==> src/rtl/regfile_sb.sv <==
// Parametrised integer register file with sequenced post-reset init and a per-register busy scoreboard.
// Optional same-cycle write-to-read bypass is enabled by defining REGFILE_BYPASS_EN.
module regfile_sb #(
  parameter int              XLEN    = 32,
  parameter int              NREG    = 32,
  parameter int              AW      = 5,
  parameter logic [XLEN-1:0] SP_INIT = 32'hff00,
  parameter logic [XLEN-1:0] FP_INIT = 32'hff00,
  parameter int              DBG_IDX = 10
) (
  input  logic            clk,
  input  logic            reset,
  output logic            ready,
  input  logic            wr_req,
  input  logic [AW-1:0]   rd,
  input  logic [XLEN-1:0] wr_data,
  input  logic            iss_req,
  input  logic [AW-1:0]   iss_rd,
  input  logic [AW-1:0]   rs1,
  input  logic [AW-1:0]   rs2,
  output logic [XLEN-1:0] rrs1,
  output logic [XLEN-1:0] rrs2,
  output logic            busy1,
  output logic            busy2,
  output logic [XLEN-1:0] dbg
);

  localparam int IW = (NREG > 1) ? $clog2(NREG) : 1;

  typedef enum logic {INIT, RUN} state_t;

  state_t          state, state_n;
  logic [AW-1:0]   icnt, icnt_n;
  logic            ready_n;
  logic [XLEN-1:0] regs [NREG];
  logic [NREG-1:0] busy, busy_n;
  logic            wr_ok, iss_ok, rs1_ok, rs2_ok;
  logic            byp1, byp2;

  function automatic logic [XLEN-1:0] init_val(input logic [AW-1:0] idx);
    if (32'(idx) == 2)      return SP_INIT;
    else if (32'(idx) == 8) return FP_INIT;
    else                    return '0;
  endfunction

  // x0 and out-of-range indices never write, never mark busy and always read 0.
  assign wr_ok  = ready && wr_req  && (rd     != '0) && (32'(rd)     < NREG);
  assign iss_ok = ready && iss_req && (iss_rd != '0) && (32'(iss_rd) < NREG);
  assign rs1_ok = ready && (rs1 != '0) && (32'(rs1) < NREG);
  assign rs2_ok = ready && (rs2 != '0) && (32'(rs2) < NREG);

`ifdef REGFILE_BYPASS_EN
  assign byp1 = wr_ok && (rd == rs1);
  assign byp2 = wr_ok && (rd == rs2);
`else
  assign byp1 = 1'b0;
  assign byp2 = 1'b0;
`endif

  always_ff @(posedge clk) begin
    if (reset) begin
      state <= INIT;
      icnt  <= '0;
      ready <= 1'b0;
    end else begin
      state <= state_n;
      icnt  <= icnt_n;
      ready <= ready_n;
    end
  end

  always_comb begin
    state_n = state;
    icnt_n  = icnt;
    ready_n = ready;
    case (state)
      INIT: begin
        if (32'(icnt) == NREG - 1) begin
          state_n = RUN;
          ready_n = 1'b1;
        end else begin
          icnt_n = icnt + AW'(1);
        end
      end
      RUN: begin
        state_n = RUN;
      end
      default: begin
        state_n = INIT;
      end
    endcase
  end

  // Register array has no reset: the INIT walk rewrites every entry.
  always_ff @(posedge clk) begin
    if (!reset) begin
      if (state == INIT) begin
        regs[icnt[IW-1:0]] <= init_val(icnt);
      end else if (wr_ok) begin
        regs[rd[IW-1:0]] <= wr_data;
      end
    end
  end

  // Clear first, then set, so a new issue to the same register wins over the retiring write.
  always_comb begin
    busy_n = busy;
    if (wr_ok)  busy_n[rd[IW-1:0]]     = 1'b0;
    if (iss_ok) busy_n[iss_rd[IW-1:0]] = 1'b1;
    busy_n[0] = 1'b0;
  end

  always_ff @(posedge clk) begin
    if (reset) begin
      busy <= '0;
    end else if (ready) begin
      busy <= busy_n;
    end
  end

  always_comb begin
    rrs1  = '0;
    rrs2  = '0;
    busy1 = 1'b0;
    busy2 = 1'b0;
    dbg   = '0;
    if (rs1_ok) begin
      rrs1  = byp1 ? wr_data : regs[rs1[IW-1:0]];
      busy1 = busy[rs1[IW-1:0]] && !byp1;
    end
    if (rs2_ok) begin
      rrs2  = byp2 ? wr_data : regs[rs2[IW-1:0]];
      busy2 = busy[rs2[IW-1:0]] && !byp2;
    end
    if (ready) dbg = regs[DBG_IDX];
  end

endmodule

==> config.mk <==
export PLATFORM = sky130hd
export DESIGN_NAME = regfile_sb
export DESIGN_NICKNAME = d
export VERILOG_FILES = /design/src/rtl/regfile_sb.sv
export SDC_FILE = /design/constraint.sdc
export NUM_CORES = 1
export LEC_CHECK = 0
export ABC_AREA = 1
export CORE_MARGIN = 10
export CORE_UTILIZATION = 30
export DETAILED_ROUTE_END_ITERATION = 10
export PLACE_DENSITY = 0.43
export SLEW_MARGIN = 20
export SYNTH_ARGS = -nofsm -noshare
export SYNTH_HDL_FRONTEND = slang
export SYNTH_SLANG_ARGS = --single-unit
==> constraint.sdc <==
create_clock -name clk -period 9.5 [get_ports clk]
set_input_delay 1.9 -clock clk [delete_from_list [all_inputs] [get_ports clk]]
set_output_delay 1.9 -clock clk [all_outputs]
set_load 0.02 [all_outputs]
==> results of run 1 <==
-- registers in the layout (all words and copies together) (netlist names) --
name,cells
state,1
regs,1024
ready,1
busy,31
icnt,5
-- worst paths after layout --
kind	from	to	slack, ns
worst min register to register	busy[6]$_SDFFE_PP0P_	busy[6]$_SDFFE_PP0P_	0.48
worst max-delay path	rs2[1]	rrs2[27]	1.89
worst max register to register	ready$_SDFFE_PP0P_	regs[8][0]$_DFFE_PP_	4.25
worst min-delay path	busy[6]$_SDFFE_PP0P_	busy[6]$_SDFFE_PP0P_	0.48
-- per-layer routing --
layer	global-route usage [%]	part of all wire, %	vias up
met4	10.16	4.6	0
met1	30.44	42	23430
li1	-	-	21400
met3	3.170	6.9	472
met2	38.06	47	2135
met5	0	0	-
-- final cells by class --
type | instances | area share [%]
diodes | 1 | 0.004011
clock buffers | 181 | 5.792
clock inverters | 50 | 0.7381
inverters | 155 | 1.009
multi-input cells | 4721 | 32.75
flip-flops and latches | 1062 | 50.51
well taps | 2370 | 4.753
repair buffers | 287 | 4.440
-- stage by stage --
| step | instance area (sq um) | utilization (%) |
|---|---|---|
| after detailed placement | 58300 | 32.26 |
| after CTS | 62380 | 34.51 |
| after global routing | 62390 | 34.52 |
| after floorplan | 54520 | - |
| after global placement | 58200 | 32.20 |
| final | 62390 | 34.52 |
-- power by group through the flow --
stage	registers (mW)	clock network, mW	logic [mW]
after floorplan	5.24	0	0.681
after global placement	5.24	0	1.10
after detailed placement	5.24	0	1.10
after CTS	5.15	4.96	1.10
after global routing	5.15	5.15	1.20
final	5.15	4.88	1.11
-- cell families (layout without fill, tap and decap cells) --
| kind of cell | after synthesis | in the layout | synth area share [%] |
|---|---|---|---|
| adder cells (fa/ha/maj) | 4 | 4 | 0.09181 |
| other | 0 | 1 | 0 |
| AND/OR/NAND/NOR | 4227 | 4227 | 32.09 |
| AO/OA/AOI/OAI | 490 | 490 | 4.599 |
| flip-flops | 1062 | 1062 | 57.80 |
| buffers and inverters | 593 | 673 | 5.421 |
-- cell usage in the layout, fill, tap and decap left out, types with 21 or more instances in the layout --
master / instances
a21oi_1: 362
nand2_1: 2911
clkinv_1: 21
nor2_4: 38
clkbuf_16: 137
nor2_1: 83
o21ai_0: 111
buf_4: 120
clkbuf_1: 42
edfxtp_1: 1024
inv_1: 144
dfxtp_1: 37
nand3_1: 1131
clkdlybuf4s50_1: 144
-- critical path: cells and delay by family --
| kind | cells | cell delay [ns] |
|---|---|---|
| AND/OR/NAND/NOR | 4 | 0.72 |
| buffers and inverters | 4 | 2.55 |
| AO/OA/AOI/OAI | 1 | 0.46 |
==> results.yml, run 1 <==
run_status:
  run_status: "finished clean"
floorplanning:
  io_pins: 155
  initial_utilization_pct: 30.16
  core-area_sq_um: 180700
  rows: 156
  die_area_sq_um: 199200
  die_w_um: 446.3
  fp.dieH_um: 446.3
yosys:
  syn_inst: 6376
  synth_ff_type: "edfxtp_1"
  synth_area_sq_um: 54520
  synth-edff-count: 1024
  syn_avg_cell_area_sq_um: 8.550
  ys_types: 31
  synthTopCellsByCount: "nand2_1, nand3_1, edfxtp_1"
  yosysTopAreaCell: "edfxtp_1"
  synthMostInstantiatedCell: "nand2_1"
  synth_nets: 6436
  synth_top_area_share_pct: 56.40
  synth.area.top_cells: "edfxtp_1, nand2_1, nand3_1"
  ys_warn_count: 0
  ys_seq_elements: 1062
  ys_async_sr_fraction_pct: 0
  synth_seq_area_share_pct: 57.80
critical_path:
  crit_slowest_cell: "inv_6"
  end_kind: "output port"
  start_kind: "input pin"
  max_stage_delay_ns: 0.84
  crit_required_ns: 7.60
  cp_common_cell: "nand3_1"
  path_class: "input pin to output port"
  crit_chain: "clkbuf_8 -> nand2_4 -> inv_6 -> buf_4 -> nand2_1 -> nand3_1 -> nand3_1 -> a21oi_1 -> clkdlybuf4s50_1"
  reg2reg_depth: 8
  cp_max_fo: 65
  worstPathArrival_ns: 5.71
routing:
  drt-initial-drc-count: 5485
  drtPass1Iterations: 5
  ant_nets: 0
  routed_wl_um: 238200
  num_vias: 47440
  wl_per_cell_um: 26.99
  drc_errors: 0
  vias_per_cell: 5.374
power_and_ir_drop:
  switchingPower_mw: 2.899
  power_frac_comb_pct: 9.9
  swShare_pct: 26.04
  p_seq_share_pct: 46.2
  pwr-share-clk_pct: 43.8
  p_int_mw: 8.234
  max-vdd-ir-drop_mv: 0.1610
  p_leak_nw: 24.66
  finalPower_mw: 11.13
  p_per_area_nw_per_um2: 178.5
sta:
  worst_slew_pin_slew_ns: 1.221
  period_minus_slack_ns: 7.609
  fmaxAchievable_mhz: 131.4
  timing.final.crit_share_pct: 80.10
  setup_viol_count_final: 0
  hold_ws_ns: 0.4838
  tns_ns: 0
  layout_setup_ws_ns: 1.891
  fin_worst_skew_ns: 0.03194
  hold_viol_final: 0
  max-slew-margin-rel_pct: 18.62
  rsz0062_at_grt: "false"
  slew_violations: 0
clock_network:
  path_clk_slew_ns: 0.05
  cts_tree: "done"
  htree_levels: 4
  ctsHoldBuffers: 0
  clock_latency_ns: 0.78
  cts_resized: 0
  cts_buffers: 132
  cts.path.max_buffers: 3
  root_buffer: "clkbuf_16"
  cts_setup_buffers: 0
  clock_sinks: 1062
finish:
  nFillCells: 18480
  num-nets-final: 6419
  area_growth_pct: 14.43
  multiInputGateArea_sq_um: 20430
  seq_area_sq_um: 31510
  drive_above_1_share_pct: 6.428
  finalNonFillerCells: 8827
grt:
  grt_max_degree: 229
  overflow: 0
  grt_antenna_before_repair: 2
  grt_pass1_wl_um: 336400
  grt_usage_pct: 23.18
  grt_pass1_vias: 45320
min_path:
  hp-class: "flop to flop"
  hold_depth: 2
placed_design:
  place.gp.congestion: 0.8295
  port_buffers: 154
  dpl.hpwl_um: 125800
  dp.cells: 8595
  dp_worst_setup_slack_ns: 1.933
flow_run:
  maxCapViolCount: 0
(Power assumes the default switching activity.)
==> run 2, diff against run 1 <==
Settings changed: PLACE_DENSITY 0.43 to 0.44.
Clock period 9.5 ns to 6.8 ns, I/O delays scaled along.
==> results.yml, run 2 (synthesis results as in run 1) <==
critical_path:
  start_kind: "input pin"
  end_kind: "output port"
  path_class: "input pin to output port"
  worstPathArrival_ns: 4.28
  cp_max_fo: 52
  crit_required_ns: 5.44
  r2r_slack_ns: 3.02
routing:
  dr_wl_met3_um: 15100
  wl_met2_um: 110000
  top_layer: "met5"
  ant_nets: 0
  m1WireLength_um: 98460
  wl_per_cell_um: 26.19
  drtPass1Iterations: 6
  routed_wl_um: 232000
  drc_errors: 0
  vias_per_cell: 5.321
  num_vias: 47120
  drt-initial-drc-count: 5227
sta:
  max-slew-margin-rel_pct: 25.70
  slew_violations: 0
  fin_worst_skew_ns: 0.05138
  rsz0062_at_grt: "false"
  hold_viol_final: 0
  timing.final.crit_share_pct: 82.94
  setup_viol_count_final: 0
  period_minus_slack_ns: 5.640
  fmaxAchievable_mhz: 177.3
  worst_slew_pin_slew_ns: 1.115
  tns_ns: 0
floorplanning:
  core-area_sq_um: 180700
  fp.dieH_um: 446.3
  rows: 156
  initial_utilization_pct: 30.16
  io_pins: 155
  die_area_sq_um: 199200
  die_w_um: 446.3
finish:
  layout_common_cells: "nand2_1, nand3_1, edfxtp_1"
  post-route-util_pct: 34.65
  num-nets-final: 6445
  multiInputGateArea_sq_um: 20420
  layout_commonest_cell: "nand2_1"
  largest_register_ffs: 1024
  seq_area_sq_um: 31510
  nFillCells: 18410
  area_growth_pct: 14.89
  num_antenna_cells: 0
  finalNonFillerCells: 8856
  drive_above_1_share_pct: 6.907
clock_network:
  path_clk_slew_ns: 0.06
  htree_levels: 3
  root_buffer: "clkbuf_16"
  cts_setup_buffers: 0
  clock_sinks: 1062
  cts_tree: "done"
  clock_latency_ns: 0.80
  cts_resized: 0
  cts.path.max_buffers: 3
  cts_buffers: 120
  ctsHoldBuffers: 0
min_path:
  hp-class: "flop to flop"
grt:
  grt_pass1_vias: 45020
  overflow: 0
  grt_usage_pct: 22.47
  grt_pass1_wl_um: 328700
  grt_antenna_before_repair: 4
  grt_max_degree: 139
power_and_ir_drop:
  p_leak_nw: 24.81
  p_per_area_nw_per_um2: 241.7
  max-vdd-ir-drop_mv: 0.2235
run_status:
  run_status: "finished clean"
placed_design:
  dp.cells: 8633
  place.gp.congestion: 0.8208
  port_buffers: 154
  dpl.hpwl_um: 125600
flow_run:
  maxCapViolCount: 0
## run 2: cell types whose count changed in the layout (fill, tap and decap cells not counted), sizes merged
| cell | change |
|---|---|
| bufinv | +2 |
| buf | +44 |
| diode | -1 |
| clkbuf | -35 |
| inv | -1 |
| clkdlybuf4s50 | -5 |
| clkinv | +24 |
| clkinvlp | +1 |
## run 2: path summary, 6_finish.rpt
| check | start | end | cells after the start |
|---|---|---|---|
| min | busy[5]$_SDFFE_PP0P_ | busy[5]$_SDFFE_PP0P_ | 2 |
| min reg2reg | busy[5]$_SDFFE_PP0P_ | busy[5]$_SDFFE_PP0P_ | 2 |
| max reg2reg | ready$_SDFFE_PP0P_ | regs[17][17]$_DFFE_PP_ | 7 |
| max | rs2[2] | rrs2[28] | 10 |
## run 2: worst max-delay path: stages
cell and delay (ns):
buf_6 0.22, inv_1 0.21, nand2_4 0.09, inv_6 0.52, buf_4 0.39, nand2_1 0.09
nand3_1 0.16, nand3_1 0.11, a21oi_1 0.33, clkdlybuf4s50_1 0.68
## run 2: area by class of cell
type | count | share of cell area (%)
Clock buffer | 147 | 4.990
Sequential cell | 1062 | 50.31
Inverter | 155 | 1.005
Timing Repair Buffer | 325 | 5.342
Multi-Input combinational cell | 4721 | 32.59
Clock inverter | 76 | 1.021
Tap cell | 2370 | 4.734
## run 2: per-stage QoR
step	hold WS (ns)	power, mW	worst slack (ns)	instance area (sq um)
2_1_floorplan	0.4570	8.276	2.762	54520
3_3_place_gp	0.4777	8.865	1.183	58860
3_5_place_dp	0.4837	8.868	1.132	58860
4_1_cts	0.4914	15.24	1.117	62630
5_1_grt	0.5086	15.63	1.110	62640
6_report	0.4919	15.14	1.160	62640
## run 2: report_power, final
group | switching [mW] | internal [mW] | total (mW)
clock | 2.84 | 3.55 | 6.39
combinational | 1.15 | 0.411 | 1.56
sequential | 0.0212 | 7.17 | 7.19
total | 4.00 | 11.1 | 15.1
## run 2: metal layers
| metal | vias up | track usage, % |
|---|---|---|
| li1 | 21450 | - |
| met3 | 409 | 2.614 |
| met5 | - | 0 |
| met2 | 1997 | 37.66 |
| met4 | 2 | 8.170 |
| met1 | 23270 | 29.82 |
